## src/rtl/m_store_buffer.sv

```systemverilog
// In-order store buffer for the MIPS memory stage: formats sw/sh/sb into word
// address, byte enables and lane-replicated data, then drains them over req/ack.
module m_store_buffer #(
  parameter int DEPTH = 2
) (
  input  logic                   clk,
  input  logic                   reset,
  input  logic                   st_valid,
  input  logic [1:0]             st_op,
  input  logic [31:0]            st_addr,
  input  logic [31:0]            st_data,
  output logic                   st_ready,
  output logic                   mem_req,
  output logic [31:0]            mem_addr,
  output logic [3:0]             mem_byteen,
  output logic [31:0]            mem_wdata,
  input  logic                   mem_ack,
  input  logic                   ld_check,
  input  logic [31:0]            ld_addr,
  output logic                   ld_stall,
  output logic                   align_err,
  output logic [31:0]            bad_addr,
  output logic [$clog2(DEPTH):0] count
);
  localparam int AW = $clog2(DEPTH);
  localparam int CW = AW + 1;
  localparam logic [CW-1:0] FULL_COUNT = CW'(DEPTH);

  logic [29:0]   waddr_mem [DEPTH];
  logic [3:0]    be_mem    [DEPTH];
  logic [31:0]   data_mem  [DEPTH];

  logic [AW-1:0] head_reg, tail_reg;
  logic [CW-1:0] count_reg, count_next;
  logic          align_err_reg;
  logic [31:0]   bad_addr_reg;

  logic          misaligned, st_req, enq, pop;
  logic [3:0]    enq_be;
  logic [31:0]   enq_data;
  logic [DEPTH-1:0] hit;
  logic          unused_ld_lsbs;

  always_comb begin
    misaligned = 1'b0;
    enq_be     = 4'b0000;
    enq_data   = 32'h0;
    case (st_op)
      2'b01: begin
        misaligned = (st_addr[1:0] != 2'b00);
        enq_be     = 4'b1111;
        enq_data   = st_data;
      end
      2'b10: begin
        misaligned = st_addr[0];
        enq_be     = st_addr[1] ? 4'b1100 : 4'b0011;
        enq_data   = {2{st_data[15:0]}};
      end
      2'b11: begin
        enq_be     = 4'b0001 << st_addr[1:0];
        enq_data   = {4{st_data[7:0]}};
      end
      default: ;
    endcase
  end

  assign st_req   = st_valid && (st_op != 2'b00);
  assign st_ready = (count_reg != FULL_COUNT);
  assign mem_req  = (count_reg != '0);
  assign enq      = st_req && !misaligned && st_ready;
  assign pop      = mem_req && mem_ack;

  always_comb begin
    count_next = count_reg;
    case ({enq, pop})
      2'b10:   count_next = count_reg + CW'(1);
      2'b01:   count_next = count_reg - CW'(1);
      default: ;
    endcase
  end

  always_ff @(posedge clk) begin
    if (reset) begin
      head_reg      <= '0;
      tail_reg      <= '0;
      count_reg     <= '0;
      align_err_reg <= 1'b0;
      bad_addr_reg  <= 32'h0;
    end else begin
      count_reg     <= count_next;
      if (enq) tail_reg <= tail_reg + AW'(1);
      if (pop) head_reg <= head_reg + AW'(1);
      align_err_reg <= st_req && misaligned;
      if (st_req && misaligned) bad_addr_reg <= st_addr;
    end
  end

  // Entry storage needs no reset: validity comes solely from count and head.
  always_ff @(posedge clk) begin
    if (enq) begin
      waddr_mem[tail_reg] <= st_addr[31:2];
      be_mem[tail_reg]    <= enq_be;
      data_mem[tail_reg]  <= enq_data;
    end
  end

  generate
    for (genvar gi = 0; gi < DEPTH; gi++) begin : g_entry
      logic [AW-1:0] age;
      assign age     = AW'(gi) - head_reg;
      assign hit[gi] = ({1'b0, age} < count_reg) && (waddr_mem[gi] == ld_addr[31:2]);
    end
  endgenerate

  assign ld_stall       = ld_check && (|hit);
  assign unused_ld_lsbs = ^ld_addr[1:0];

  assign mem_addr   = mem_req ? {waddr_mem[head_reg], 2'b00} : 32'h0;
  assign mem_byteen = mem_req ? be_mem[head_reg] : 4'b0000;
  assign mem_wdata  = mem_req ? data_mem[head_reg] : 32'h0;
  assign align_err  = align_err_reg;
  assign bad_addr   = bad_addr_reg;
  assign count      = count_reg;
endmodule

```

## config.mk

```make
export PLATFORM = sky130hd
export DESIGN_NAME = m_store_buffer
export DESIGN_NICKNAME = d
export VERILOG_FILES = /design/src/rtl/m_store_buffer.sv
export SDC_FILE = /design/constraint.sdc
export NUM_CORES = 1
export LEC_CHECK = 0
export CAP_MARGIN = 20
export CORE_UTILIZATION = 48
export CTS_CLUSTER_SIZE = 28
export DETAILED_ROUTE_END_ITERATION = 10
export GPL_TIMING_DRIVEN = 0
export MAX_ROUTING_LAYER = met4
export PLACE_DENSITY = 0.83
export SLEW_MARGIN = 20
export SYNTH_ARGS = -nofsm -noshare
export SYNTH_HDL_FRONTEND = slang
export SYNTH_SLANG_ARGS = --single-unit
```

## constraint.sdc

```tcl
create_clock -name clk -period 7.4 [get_ports clk]
set_input_delay 1.85 -clock clk [delete_from_list [all_inputs] [get_ports clk]]
set_output_delay 1.85 -clock clk [all_outputs]
set_load 0.005 [all_outputs]
```

## Word-level counts from Yosys, hierarchy flattened

Memories as Yosys holds them, arrays and structs flattened. A register that Yosys moved wholly into a read port is not among the register bits.
Cells that the tools add are included.

| operators by class | value |
|---|---|
| bitwise logic cells | 0 |
| shift-type cells | 1 |
| multiply operators | 0 |
| equality and inequality tests | 8 |
| div/mod/pow operators | 0 |
| reduce and logical (&&, ||, !) cells | 14 |
| add/sub/neg operators | 6 |
| multiplexer cells | 16 |
| order comparisons | 2 |

Operators by type and width:

| kind | count |
|---|---|
| $pmux 32 s3 | 1 |
| $mux 32 | 2 |
| $eq 30x30->1 | 2 |
| $pmux 4 s3 | 1 |
| $logic_and 1x1->1 | 8 |
| $mux 1 | 8 |
| $mux 4 | 2 |
| $reduce_bool 2->1 | 4 |
| $eq 2x2->1 const B | 3 |
| $eq 2x1->1 const B | 2 |
| $lt 1x2->1 | 2 |
| $pmux 2 s2 | 1 |
| $shl 1x2->4 const A | 1 |
| $add 1x1->1 const B | 2 |
| $add 2x1->2 const B | 1 |
| $ne 2x2->1 const B | 1 |
| $pmux 1 s2 | 1 |
| $reduce_or 2->1 | 1 |
| $sub 1x1->1 const A | 2 |
| $sub 2x1->2 const B | 1 |
| $logic_not 1->1 | 1 |

| word-level totals | value |
|---|---|
| bits in read-only memories | 0 |
| logic and storage cells | 55 |
| memory bits (writable) | 132 |
| memories kept | 3 |
| register bits after elaboration | 37 |
| bits in latches | 0 |
| output and inout bits | 106 |
| bits of input ports | 103 |

Memories:

| memory | depth | width | read ports | clocked after memory_dff | write ports | RTL line | RTL |
|---|---|---|---|---|---|---|---|
| data_mem | 2 | 32 | 1 | 1 | 1 | 31 | `logic [31:0] data_mem [DEPTH];` |
| waddr_mem | 2 | 30 | 3 | 1 | 1 | 29 | `logic [29:0] waddr_mem [DEPTH];` |
| be_mem | 2 | 4 | 1 | 1 | 1 | 30 | `logic [3:0] be_mem [DEPTH];` |

## Logic depth before layout (Yosys ltp)

Gate-level depths: netlist (run 1).

| depth | value |
|---|---|
| word-level depth | 7 |
| gate-level depth with buffers | 10 |
| depth with buffers taken out | 10 |

## Worst setup path after synthesis (run 1)

OpenSTA, ideal clock, no wires.

| timing | value |
|---|---|
| path type | in2reg |
| from | in st_op[1] |
| to | mem be_mem[0][0] (enable) |
| stages on the path | 7 |
| buffers on the path | 0 |
| setup time | 0.490 ns |
| required time | 6.910 ns |
| arrival | 5.349 ns |
| setup slack | 1.561 ns |
| path through | inv_1 -> ha_1 -> o21ai_1 -> a21boi_2 -> nor2_1 -> inv_1 -> nor2_1 |

| between the ends | value |
|---|---|
| cells in the longest elaborated chain, start to end | 7 |
| elaborated cells between the ends (all ways) | 10 |
| classes of those cells | 2 x eq/ne; 3 x mux; 5 x reduce/logical |

RTL lines:

| item | RTL line | RTL |
|---|---|---|
| from (decl) | 9 | `input logic [1:0] st_op,` |
| $eq 2x2->1 / $eq 2x1->1 (equally long branches) | 48 | `case (st_op)` |
| $pmux 1 s2 | 48 |  |
| $logic_not 1->1 | 70 | `assign enq = st_req && !misaligned && st_ready;` |
| $logic_and 1x1->1 * (2 in a row) | 70 |  |
| $mux 1 * | 100 | `if (enq) begin` |
| $mux 1 (implied by the code) * | 102 | `be_mem[tail_reg] <= enq_be;` |
| to (decl) | 30 |  |

Mark *: on every way between the ends. The rest lies on a longest branch, timed or not.

## Final worst setup path (run 1)

| timing | value |
|---|---|
| from | in ld_addr[26] |
| to | out ld_stall |

| between the ends | value |
|---|---|
| cells in the longest elaborated chain, start to end | 4 |
| elaborated cells between the ends (all ways) | 6 |
| classes of those cells | 2 x eq/ne; 4 x reduce/logical |

RTL lines:

| item | RTL line | RTL |
|---|---|---|
| from (decl) | 19 | `input logic [31:0] ld_addr,` |
| $eq 30x30->1 | 111 | `assign hit[gi] = ({1'b0, age} < count_reg) && (waddr_mem[gi] == ld_addr[31:2]);` |
| $logic_and 1x1->1 | 111 |  |
| $reduce_or 2->1 * | 115 | `assign ld_stall = ld_check && (\|hit);` |
| $logic_and 1x1->1 * | 115 |  |
| to (decl) | 20 | `output logic ld_stall,` |

Marks and branches as above.

==> impl_metrics.py, run 1 <==
metrics = {
    "detailed_routing": {
        "drt-initial-drc-count": 507,
        "ant_nets": 0,
        "wl_um": 20390,
        "wire_per_inst_um": 18.95,
        "drc": 0,
        "dr.pass1.iters": 5,
        "vias": 5614,
        "viasPerCell": 5.217,
    },
    "final_layout": {
        "final_common_cell": "clkdlybuf4s50_1",
        "syn2layout_area_growth_pct": 39.51,
        "final_util": 0.6882,
        "ff_latch_area_sq_um": 4725,
        "drive_above_1_share": 0.06936,
        "n_fill_cell": 1146,
        "largest_reg_flops": 64,
        "design_area_sq_um": 10500,
        "multiInputGateArea_sq_um": 2604,
        "final_cell_mix": "203 x clkdlybuf4s50_1, 132 x edfxtp_1, 85 x nand2_1",
        "nets": 961,
        "antenna_cells": 0,
    },
    "global_route": {
        "track_usage": 0.2698,
        "antenna_found_initial": 0,
        "grt_pass1_vias": 5637,
        "grt_max_degree": 50,
        "globalRouteOverflowTotal": 0,
        "grt_first_pass_wirelength_um": 30870,
    },
    "synth": {
        "synth_top_area_share": 0.5266,
        "yosys-top-cells-area": "edfxtp_1 53%, dfxtp_1 10%, mux2i_1 8.8%",
        "synth-seq-area-share": 0.6277,
        "yosys.area.top_type": "edfxtp_1",
        "synth_edf_count": 132,
        "synth_flop_cell": "edfxtp_1",
        "synth_area_sq_um": 7527,
        "yosys_warnings": 0,
        "ys_ff_latch": 170,
        "avgSynthCellArea_sq_um": 12.04,
        "synthArstFlopShare": 0,
        "syn_inst": 625,
        "ys_types": 30,
    },
    "timing": {
        "rsz0062_at_grt": "no",
        "fin_crit_ns": 6.003,
        "worstMarginPinSlew_ns": 0.6489,
        "fin_skew_ns": 0.008648,
        "timing.fmax_mhz": 166.6,
        "drv_slew": 0,
        "min_period_over_period": 0.8112,
        "max_slew_margin": 0.5658,
        "setup_viol": 0,
        "hold_violations": 0,
    },
    "clocking": {
        "path_clk_slew_ns": 0.06,
        "post_cts_buffers": 0,
        "clk_latency_ns": 0.43,
        "clockBufferDepth": 2,
        "cts_inserted_buffers": 17,
        "postCtsHoldBufs": 0,
        "clkSinkCount": 170,
        "cts_max_level": 4,
        "cts_tree": "built",
        "cts_resized": 0,
        "cts-root-buf": "clkbuf_16",
    },
    "die": {
        "io-pin-count": 209,
        "core_sq_um": 15260,
        "dieArea_sq_um": 16190,
        "rows": 45,
        "dieWidth_um": 127.2,
        "die_h_um": 127.2,
        "start_util": 0.4933,
    },
    "placed_design": {
        "gp_congestion": 0.8383,
        "place.detailed.hpwl_um": 15070,
        "placed_area_sq_um": 9947,
        "numPortBuffers": 203,
    },
    "setup_path": {
        "worstSetupStartpointType": "input pin",
        "crit_required_ns": 5.55,
        "path_class": "input pin to primary output",
        "crit_arrival_ns": 4.15,
        "endpoint_kind": "primary output",
        "critPathMaxFanout": 2,
    },
    "outcome": {
        "status": "finished clean",
    },
    "worst_hold_path": {
        "hold_path.class": "flip-flop to flip-flop",
    },
    "pwr": {
        "ir_worst_vdd_mv": 0.1838,
        "p_leak_nw": 3.509,
        "pwr_density_cell_nw_per_um2": 290.2,
    },
    "job": {
        "drv_cap": 0,
    },
}
## synth_stat cells, drive strengths merged, types with 11 or more instances
master / n
edfxtp: 132
nand2: 85
nor2: 78
mux2i: 66
a21oi: 52
xnor2: 52
dfxtp: 38
buf: 22
clkbuf: 13
nand4: 13
xor2: 12
and2: 11
## report_power, final
group	leakage [nW]	switching (mW)	total [mW]	internal, mW
clock	0.275	0.369	0.829	0.459
sequential	1.54	0.0440	1.18	1.14
combinational	1.69	0.490	1.04	0.549
total	3.51	0.903	3.05	2.14
## stage by stage
step	cells	hold WS (ns)	TNS, ns	power [mW]	worst slack [ns]
after global placement	1040	0.4412	-56.45	2.217	-0.8588
final	1076	0.4522	0	3.047	1.397
after detailed placement	1044	0.4459	0	2.241	1.486
after global routing	1076	0.4755	0	3.184	1.206
after CTS	1076	0.4549	0	3.064	1.463
after floorplan	626	0.4527	0	1.670	1.561
## critical path, cell delays in order
cell,delay (ns)
clkdlybuf4s50_1,0.47
xnor2_1,0.34
nand4_1,0.13
nor4_1,0.50
nand4_1,0.17
a21boi_1,0.15
clkdlybuf4s50_1,0.54
## layout make-up
type                       instances  area share
buffer                            35     0.01847
clock buffer                      19     0.04420
clock inverter                    13    0.008579
inverter                           5    0.001787
multi-input combinational        416      0.2479
sequential                       170      0.4499
tap                              211     0.02514
timing repair buffer             207      0.2040
## path summary, 6_finish.rpt
path / start / endpoint / slack (ns) / cells past startpoint
min reg2reg: bad_addr[26]$_SDFFE_PP0P_ / bad_addr[26]$_SDFFE_PP0P_ / 0.45 / 2
min: bad_addr[26]$_SDFFE_PP0P_ / bad_addr[26]$_SDFFE_PP0P_ / 0.45 / 2
max: ld_addr[26] / ld_stall / 1.40 / 7
max reg2reg: count[0]$_SDFFE_PP0P_ / data_mem[0][19]$_DFFE_PP_ / 5.28 / 6
## layer usage
layer | track usage | share of wire | vias to the layer above
li1 | - | - | 2655
met3 | 0.04146 | 0.060 | 38
met5 | - | 0 | -
met1 | 0.3581 | 0.44 | 2681
met4 | 0.1071 | 0.027 | 0
met2 | 0.4192 | 0.48 | 240
## logic make-up (layout without fill, tap and decap cells)
logic type,after synthesis,after routing,synth area share
AOI/OAI and AO/OA,77,77,0.05901
adders and majority gates,6,6,0.009973
DFF,170,170,0.6277
muxes,66,66,0.08777
other,1,2,0.0004982
buffers and inverters,40,279,0.02826
and+or+nand+nor,201,201,0.1124
xor gates and xnor gates,64,64,0.07447
Power figures use the tool's default switching activity.
==> run 2, diff against run 1 <==
CORE_UTILIZATION = 44   (was 48)
PLACE_DENSITY = 0.8   (was 0.83)
clock period = 5.05 ns   (was 7.4 ns; I/O delays follow)
==> impl_metrics.py, run 2 (synthesis gave the netlist of run 1 again) <==
metrics = {
    "detailed_routing": {
        "vias": 5549,
        "ant_nets": 0,
        "wire_per_inst_um": 18.81,
        "viasPerCell": 5.114,
        "wl_um": 20410,
        "dr.pass1.iters": 5,
        "drt-initial-drc-count": 244,
        "drc": 0,
    },
    "final_layout": {
        "nets": 961,
        "ff_latch_area_sq_um": 4725,
        "final_cell_mix": "203 x clkdlybuf4s50_1, 132 x edfxtp_1, 85 x nand2_1",
        "n_fill_cell": 1273,
        "antenna_cells": 0,
        "largest_reg_flops": 64,
        "syn2layout_area_growth_pct": 40.43,
        "drive_above_1_share": 0.06936,
        "final_common_cell": "clkdlybuf4s50_1",
        "multiInputGateArea_sq_um": 2604,
        "final_util": 0.6351,
    },
    "clocking": {
        "post_cts_buffers": 0,
        "cts_inserted_buffers": 17,
        "clk_latency_ns": 0.43,
        "cts-root-buf": "clkbuf_16",
        "cts_max_level": 4,
        "postCtsHoldBufs": 0,
        "cts_resized": 0,
        "clkSinkCount": 170,
        "clockBufferDepth": 2,
        "cts_tree": "built",
        "path_clk_slew_ns": 0.07,
    },
    "timing": {
        "hold_violations": 0,
        "min_period_over_period": 0.9645,
        "setup_viol": 0,
        "worstMarginPinSlew_ns": 0.7051,
        "max_slew_margin": 0.5299,
        "timing.fmax_mhz": 205.3,
        "fin_crit_ns": 4.871,
        "rsz0062_at_grt": "no",
        "final.setup.tns_ns": 0,
        "fin_skew_ns": 0.007323,
        "drv_slew": 0,
    },
    "placed_design": {
        "gp_congestion": 0.9257,
        "place.detailed.hpwl_um": 15300,
        "numPortBuffers": 203,
    },
    "global_route": {
        "top_usage_layer": "met2",
        "met2_usage": 0.3738,
        "antenna_found_initial": 0,
        "globalRouteOverflowTotal": 0,
        "grt_first_pass_wirelength_um": 31000,
        "track_usage": 0.2442,
        "grt_use_met3": 0.04713,
        "grt_max_degree": 49,
        "grt_pass1_vias": 5562,
        "grt_util_met1": 0.3164,
    },
    "setup_path": {
        "crit_arrival_ns": 3.61,
        "endpoint_kind": "primary output",
        "path_class": "input pin to primary output",
        "crit_required_ns": 3.79,
        "worstSetupStartpointType": "input pin",
        "critPathMaxFanout": 2,
    },
    "die": {
        "rows": 47,
        "core_sq_um": 16640,
        "io-pin-count": 209,
        "dieArea_sq_um": 17630,
        "die_h_um": 132.8,
        "start_util": 0.4523,
        "dieWidth_um": 132.8,
    },
    "pwr": {
        "p_leak_nw": 3.536,
        "ir_worst_vdd_mv": 0.2839,
        "total_power_mw": 4.608,
        "pwr_density_cell_nw_per_um2": 436.0,
    },
    "job": {
        "drv_cap": 0,
    },
    "worst_hold_path": {
        "hold_path.class": "flip-flop to flip-flop",
    },
    "outcome": {
        "status": "finished clean",
    },
}
==> run 2: cell count changes in the layout (fill, tap and decap cells not counted), sizes merged <==
| cell | before | now |
|---|---|---|
| inv | 9 | 16 |
| clkinv | 7 | 2 |
| clkinvlp | 2 | 0 |
| bufinv | 0 | 1 |
| clkbuf | 32 | 31 |
==> run 2: critical path, cell delays in order <==
cell and delay (ns):
clkdlybuf4s50_1 0.48, xnor2_1 0.35, nand4_1 0.13, nor4_1 0.53, nand4_1 0.16, a21boi_1 0.16, clkdlybuf4s50_1 0.54
==> run 2: final cells by class <==
cell class,instances,area share
multi-input combinational,416,0.2463
sequential,170,0.4470
clock buffer,18,0.04261
inverter,5,0.001776
buffer,35,0.01835
tap,220,0.02604
clock inverter,14,0.01527
timing repair buffer,207,0.2027
==> run 2: final timing paths <==
| check | startpoint | end | slack [ns] | depth (start not counted) |
|---|---|---|---|---|
| worst min-delay path | bad_addr[16]$_SDFFE_PP0P_ | bad_addr[16]$_SDFFE_PP0P_ | 0.45 | 2 |
| worst min register to register | bad_addr[16]$_SDFFE_PP0P_ | bad_addr[16]$_SDFFE_PP0P_ | 0.45 | 2 |
| worst max-delay path | ld_addr[26] | ld_stall | 0.18 | 7 |
| worst max register to register | count[0]$_SDFFE_PP0P_ | data_mem[0][16]$_DFFE_PP_ | 2.69 | 7 |
==> run 2: layer usage <==
layer | vias to the layer above | wire length [um] | part of all wire
met1 | 2673 | 9007 | 0.44
met4 | 0 | 706 | 0.035
li1 | 2655 | - | -
met2 | 175 | 9616 | 0.47
met3 | 46 | 1079 | 0.053
met5 | - | 0 | 0
==> run 2: power by group <==
part	switching (mW)	internal, mW	total, mW	leakage, nW
combinational	0.735	0.805	1.54	1.69
sequential	0.0654	1.66	1.73	1.54
clock	0.600	0.739	1.34	0.303
==> run 2: per-stage QoR <==
step | cell area (sq um) | cells | setup WS [ns] | hold slack, ns
4_1_cts | 10570 | 1085 | 0.1670 | 0.4549
3_5_place_dp | 9958 | 1053 | 0.1796 | 0.4453
5_1_grt | 10570 | 1085 | 0.06215 | 0.4772
6_report | 10570 | 1085 | 0.1793 | 0.4536
3_3_place_gp | 9841 | 1049 | -0.8947 | 0.4414
2_1_floorplan | 7533 | 626 | 0.9041 | 0.4527
